[src/rtl/pipe_ctrl.sv]
// pipe_ctrl: pipeline control unit for a 5-stage MIPS32 pipeline.
// Merges ID/EX stall requests and flush requests into a per-stage hold
// vector, a registered one-cycle flush pulse with redirect PC, and a
// sticky watchdog flag for runaway EX stalls.
// Optional build macro PIPE_CTRL_PERF_EN adds stall/flush performance
// counters as extra output ports.
module pipe_ctrl #(
   parameter int STALL_W      = 6,
   parameter int MAX_EX_STALL = 64,
   parameter int CNT_W        = 8,
   parameter int PC_W         = 32
) (
   input  logic               clk,
   input  logic               rst,
   input  logic               stallreq_id,
   input  logic               stallreq_ex,
   input  logic               flush_req,
   input  logic [PC_W-1:0]    flush_pc_i,
   input  logic               wd_clr,
   output logic [STALL_W-1:0] stall_o,
   output logic               flush_o,
   output logic [PC_W-1:0]    flush_pc_o,
   output logic               busy_o,
   output logic               stall_timeout_o
`ifdef PIPE_CTRL_PERF_EN
   ,
   output logic [31:0]        perf_stall_cnt_o,
   output logic [15:0]        perf_flush_cnt_o
`endif
);

   typedef enum logic [1:0] {
      RUN      = 2'd0,
      ID_STALL = 2'd1,
      EX_STALL = 2'd2,
      FLUSH    = 2'd3
   } state_t;

   // EX stall holds PC, IF/ID, ID/EX and EX/MEM; ID stall holds PC, IF/ID, ID/EX.
   localparam logic [STALL_W-1:0] STALL_NONE = '0;
   localparam logic [STALL_W-1:0] STALL_EX   = STALL_W'(6'b001111);
   localparam logic [STALL_W-1:0] STALL_ID   = STALL_W'(6'b000111);
   localparam logic [CNT_W-1:0]   MAX_CNT    = CNT_W'(MAX_EX_STALL);

   state_t             state;
   state_t             state_next;
   logic [CNT_W-1:0]   ex_cnt;
   logic               flush_take;
   logic               flush_active;
   logic               ex_inc;
   logic               wd_set;

   // A flush request is only honoured outside the FLUSH cycle.
   assign flush_take   = flush_req && (state != FLUSH);
   // Any flush in progress or being accepted kills EX-stall accounting.
   assign flush_active = flush_req || (state == FLUSH);
   assign ex_inc       = stallreq_ex && !flush_active;
   // The flag is raised only on the edge the counter first reaches the limit.
   assign wd_set       = ex_inc && (ex_cnt == MAX_CNT - CNT_W'(1));

   // State register.
   always_ff @(posedge clk or negedge rst) begin
      if (!rst) begin
         state <= RUN;
      end else begin
         // NOTE: sequential state uses non-blocking assignments so every
         // flop samples pre-edge values regardless of process order.
         state <= state_next;
      end
   end

   // Next-state decode: flush > EX stall > ID stall; FLUSH lasts one cycle.
   always_comb begin
      // NOTE: default first so every path assigns state_next and no latch is inferred.
      state_next = RUN;
      if (state == FLUSH) begin
         state_next = RUN;
      end else if (flush_req) begin
         state_next = FLUSH;
      end else if (stallreq_ex) begin
         state_next = EX_STALL;
      end else if (stallreq_id) begin
         state_next = ID_STALL;
      end
   end

   // Outputs: stall vector is combinational from inputs for 0-cycle latency.
   always_comb begin
      stall_o = STALL_NONE;
      busy_o  = (state != RUN);
      flush_o = (state == FLUSH);
      if (!rst || state == FLUSH || flush_req) begin
         stall_o = STALL_NONE;
      end else if (stallreq_ex) begin
         stall_o = STALL_EX;
      end else if (stallreq_id) begin
         stall_o = STALL_ID;
      end
   end

   // Redirect PC captured when a flush is accepted; held otherwise.
   always_ff @(posedge clk or negedge rst) begin
      if (!rst) begin
         flush_pc_o <= '0;
      end else if (flush_take) begin
         flush_pc_o <= flush_pc_i;
      end
   end

   // Consecutive EX-stall cycle counter, saturating at the watchdog limit.
   always_ff @(posedge clk or negedge rst) begin
      if (!rst) begin
         ex_cnt <= '0;
      end else if (!ex_inc) begin
         ex_cnt <= '0;
      end else if (ex_cnt != MAX_CNT) begin
         ex_cnt <= ex_cnt + CNT_W'(1);
      end
   end

   // Sticky watchdog flag; a coincident set beats the clear.
   always_ff @(posedge clk or negedge rst) begin
      if (!rst) begin
         stall_timeout_o <= 1'b0;
      end else if (wd_set) begin
         stall_timeout_o <= 1'b1;
      end else if (wd_clr) begin
         stall_timeout_o <= 1'b0;
      end
   end

`ifdef PIPE_CTRL_PERF_EN
   // Free-running performance counters, wrapping at their width.
   always_ff @(posedge clk or negedge rst) begin
      if (!rst) begin
         perf_stall_cnt_o <= '0;
         perf_flush_cnt_o <= '0;
      end else begin
         if (stall_o != STALL_NONE) begin
            perf_stall_cnt_o <= perf_stall_cnt_o + 32'd1;
         end
         if (flush_o) begin
            perf_flush_cnt_o <= perf_flush_cnt_o + 16'd1;
         end
      end
   end
`endif

endmodule

[config.mk]
export PLATFORM = sky130hd
export DESIGN_NAME = pipe_ctrl
export DESIGN_NICKNAME = d
export VERILOG_FILES = /design/src/rtl/pipe_ctrl.sv
export SDC_FILE = /design/constraint.sdc
export NUM_CORES = 1
export LEC_CHECK = 0
export CAP_MARGIN = 20
export CELL_PAD_IN_SITES_DETAIL_PLACEMENT = 1
export CELL_PAD_IN_SITES_GLOBAL_PLACEMENT = 2
export CORE_ASPECT_RATIO = 0.5
export CORE_MARGIN = 2
export CORE_UTILIZATION = 31
export CTS_BUF_LIST = sky130_fd_sc_hd__clkbuf_4
export CTS_CLUSTER_DIAMETER = 200
export DETAILED_ROUTE_END_ITERATION = 7
export GPL_ROUTABILITY_DRIVEN = 0
export PLACE_DENSITY_LB_ADDON = 0.1
export SYNTH_ARGS = -nofsm -noshare
export SYNTH_HDL_FRONTEND = slang
export SYNTH_SLANG_ARGS = --single-unit
export TNS_END_PERCENT = 5
[constraint.sdc]
create_clock -name clk -period 3.8 [get_ports clk]
set_input_delay 0.57 -clock clk [delete_from_list [all_inputs] [get_ports clk]]
set_output_delay 0.57 -clock clk [all_outputs]
set_load 0.01 [all_outputs]
[After elaboration in Yosys (flattened, before gate mapping)]
Index checks and enable logic that the tools add are counted.
Storage, ports and cells
  output and inout port bits: 41
  register bits after elaboration: 43
  logic and storage cells: 31
Operators by class
  equality and inequality tests: 5
  add/subtract/negate cells: 1
  mux-type cells: 11
  reductions and logical operators: 10
Operators by type and width (number)
  2-to-1 mux 8 bit: 2
  adder 8 x 1 -> 8 bit (second input constant): 1
  == test 8 x 6 -> 1 bit (second input constant): 1
  2-to-1 mux 4 bit: 2
  inequality test 8 x 7 -> 1 bit (second input constant): 1
  2-to-1 mux 2 bit: 3
  nonzero test 2 bit: 2
  logical AND 1 bit: 3
  logical OR 1 bit: 3
  2-to-1 mux 1 bit: 3
  2-to-1 mux 3 bit: 1
  == test 2 bit (second input constant): 1
  logical NOT 1 bit: 2
  inequality test 2 x 1 -> 1 bit (second input constant): 1
  inequality test 2 bit (second input constant): 1

[Depth between registers and ports, before layout]
  depth in word-level cells: 6
  mapped depth: 6

[Worst setup path after synthesis]
Ideal clock, no wire load.
  path kind: register to output
  start point: register state[0]
  end point: output stall_o[1]
  data required time: 3.230 ns
  slack: 1.984 ns
  buffers on the path: 2
  arrival: 1.246 ns
  cell stages (with the launch flop): 5
  path through: dfrtp_1 -> and2_1 -> buf_6 -> nor3_1 -> buf_4
Between the ends
  cells in the longest elaborated chain, start to end: 4
Ends and longest elaborated chain
  start, declared: RTL line 45  | state_t state;
  start signal, assigned: RTL line 68  | state <= state_next;
  == test 2 bit
  net flush_o: RTL line 21  | output logic flush_o,
  logical OR 1 bit (2 in series): RTL line 92  | if (!rst || state == FLUSH || flush_req) begin
  2-to-1 mux 4 bit: RTL line 92
  end, declared: RTL line 20  | output logic [STALL_W-1:0] stall_o,
The timed path passes the listed nets, and every way through them passes these cells.

[Worst setup path after layout]
  start point: input stallreq_ex
  end point: output stall_o[0]
Between the ends
  cells in the longest elaborated chain, start to end: 2
Ends and longest elaborated chain
  start, declared: RTL line 16  | input logic stallreq_ex,
  2-to-1 mux 4 bit: RTL line 94  | end else if (stallreq_ex) begin
  2-to-1 mux 4 bit: RTL line 92
No other way between the ends.

==> summary.txt <==
Run status
  • Outcome: completed

Yosys
  • Most frequent cells after synthesis: dfrtp_1, mux2_4, nor2_1
  • Sequential share of the synthesized area: 0.544
  • Most frequent cell after synthesis: dfrtp_1
  • Post-synth ARST share: 1.00
  • Synth top area cells: dfrtp_1, mux2_4, buf_12
  • Fraction of synthesized cell area taken by the top area cell type: 0.544
  • EDFF count, synth: 0
  • Cell variety after synth: 28
  • Synth Flop Type: dfrtp_1
  • Synth area leader: dfrtp_1
  • Syn Area/Cell: 14.2 um2
  • YS warnings: 0
  • Seq cells post-synth: 43
  • Mapped Area: 0.00198 mm2
  • Mapped Cells: 139

Timing
  • Transition time of the tightest slew-check pin: 716 ps
  • Min cycle time layout: 2660 ps
  • Fin. Hold Viols: 0
  • Setup TNS: 0 ps
  • Fmax: 376 MHz
  • Final WS setup: ~1100 ps
  • RSZ-0062 raised after global routing: no
  • Tcrit/Tclk final: 0.700
  • Hold Slack: 334 ps
  • # setup viols final: 0
  • Post-route clock skew: 15.3 ps
  • Fin. max-slew vios: 0
  • Max transition margin: 0.521

Final layout
  • NumNets Final: 257
  • Antenna cells: 0
  • Share of post-route cells with drive strength above 1: 0.216
  • Syn-to-layout area delta: 45.0%
  • FILL cells: 652
  • Fin cells: 306

Clock network
  • Clk buf depth: 2
  • Num CTS Buffers: 5
  • CTS tree: yes
  • Clock-pin slew on the worst setup and hold paths: approximately 130 ps
  • Post-CTS resize count: 0
  • Worst-Skew Late Latency: between 300 and 400 ps
  • Hold_buf cts: 0
  • Clock root cell: clkbuf_4
  • Post-CTS Setup Inserts: 0
  • Sink Count: 43
  • H-Tree Depth: 2

Routing
  • DRC errors left: 0
  • Post-Route WL: ~4600 um
  • Routed Antenna Nets: 0
  • DRT Pass-1 Iters: 2
  • Vias: 1,346
  • DR vias/cell: roughly 4.4
  • Routed WL per cell: 15.1 um
  • DRT iter0 DRCs: 26

Setup path
  • Slowest stage delay, CP: 600 ps
  • Startpoint Class: primary input
  • Slowest CP cell: clkdlybuf4s50_1
  • Crit path max fanout: 6
  • Crit path top cell by count: clkdlybuf4s50_1
  • Worst Path Required: 3230 ps
  • CP Cell Sequence: clkdlybuf4s50_1 > o21ai_0 > nor3_1 > clkdlybuf4s50_1
  • Crit end category: output pin
  • Crit Path Category: primary input to output pin
  • CP arrival: 2090 ps

Place
  • Post-DP HPWL: approximately 3400 um
  • DP Worst Slack: about 1100 ps
  • Placed cells: 298
  • Port bufs: 76

Global route
  • Largest net degree at the start of global routing: 44
  • First-pass GRT wire length: a little over 7000 um
  • Vias in the first global route: 1,431
  • GRT Total Usage: 0.138
  • Antenna violations before repair: 0
  • Gr ovfl total: 0

Floorplanning
  • Die Y: 60.5 um
  • Core outline area: 0.00611 mm2
  • Die ar.: slightly above 0.007 mm2
  • I/O pins: 79
  • Core Rows: 20
  • Die width: 117 um
  • Starting Density: 0.324

Min path
  • Hold Path Class: primary input to async pin

Power and ir drop
  • Power Dens Cells: 459 mW/mm2
  • Max IR drop VDD: about 0.19 mV
  • Leak: approximately 1.3 nW

Run
  • Max Cap Viol: 0
-- critical path: cells and delay by family --
kind | cells | cell delay [ps]
buffers and inverters | 2 | 1160
AND/OR/NAND/NOR | 1 | 250
AO/OA/AOI/OAI | 1 | 110
-- final cells by class --
type | count | area [um2] | area share
clock inverters | 2 | 60.1 | 0.0209
inverters | 3 | 11.3 | 0.00393
multi-input cells | 85 | 787 | 0.274
flip-flops and latches | 43 | 1080 | 0.375
repair buffers | 79 | 778 | 0.271
clock buffers | 6 | 45.0 | 0.0157
well taps | 88 | 110 | 0.0384
-- cell usage in the layout, fill, tap and decap left out, types with 2 or more instances in the layout --
| master | instances |
|---|---|
| mux2_2 | 2 |
| nand3_1 | 6 |
| buf_4 | 3 |
| inv_1 | 3 |
| dfrtp_1 | 43 |
| nand2_1 | 3 |
| nor2_1 | 8 |
| or3_1 | 3 |
| ha_1 | 2 |
| conb_1 | 2 |
| clkdlybuf4s50_1 | 75 |
| xor2_1 | 3 |
| clkbuf_4 | 6 |
| o21ai_0 | 7 |
| mux2_4 | 30 |
| a21oi_1 | 7 |
| bufinv_16 | 2 |
-- power by group --
| part | switching (mW) | internal [mW] | total (mW) |
|---|---|---|---|
| logic | 0.133 | 0.257 | 0.390 |
| clock network | 0.146 | 0.213 | 0.359 |
| registers | 0.0398 | 0.527 | 0.567 |
| total | 0.319 | 0.997 | 1.32 |
-- metal layers --
layer  GRT usage  wire [um]  vias up
li1            -          -      630
met4      0.0353         27        0
met1       0.170       2040      683
met3      0.0390        198        2
met5           0          0        -
met2       0.244       2340       31
-- metrics by stage --
| stage | power [mW] | instance area [um2] | util |
|---|---|---|---|
| after floorplan | 0.769 | 1980 | - |
| after global routing | 1.39 | 2870 | 0.470 |
| final | 1.32 | 2870 | 0.470 |
| after CTS | 1.34 | 2870 | 0.470 |
| after global placement | 0.964 | 2760 | 0.452 |
| after detailed placement | 0.970 | 2760 | 0.452 |
-- flip-flops by register name (all words and copies together), names as in the netlist --
signal,count
state,2
ex_cnt,8
stall_timeout_o,1
flush_pc_o,32
-- cells by family (layout without fill, tap and decap cells) --
kind of cell | Yosys count | count (layout) | share of synthesized area
simple gates | 31 | 31 | 0.0860
mux | 32 | 32 | 0.239
xor+xnor | 3 | 3 | 0.0133
other cells | 1 | 2 | 0.00190
fa+ha+maj | 2 | 2 | 0.0126
compound gates | 15 | 15 | 0.0405
buf+inv | 12 | 90 | 0.0626
flops | 43 | 43 | 0.544
-- final timing paths --
check | start | end | slack (ps) | cells past startpoint
worst max-delay path | stallreq_ex | stall_o[0] | 1140 | 4
worst min-delay path | rst | flush_pc_o[17] | 330 | 2
worst max register to register | state[0] | flush_pc_o[26] | 1820 | 4
worst min register to register | flush_pc_o[5] | flush_pc_o[5] | 520 | 1
max in group asynchronous | rst | flush_pc_o[7] | 3090 | 2
min in group clk | flush_pc_o[5] | flush_pc_o[5] | 520 | 1
Note: power is estimated with default switching activity, not from simulation.
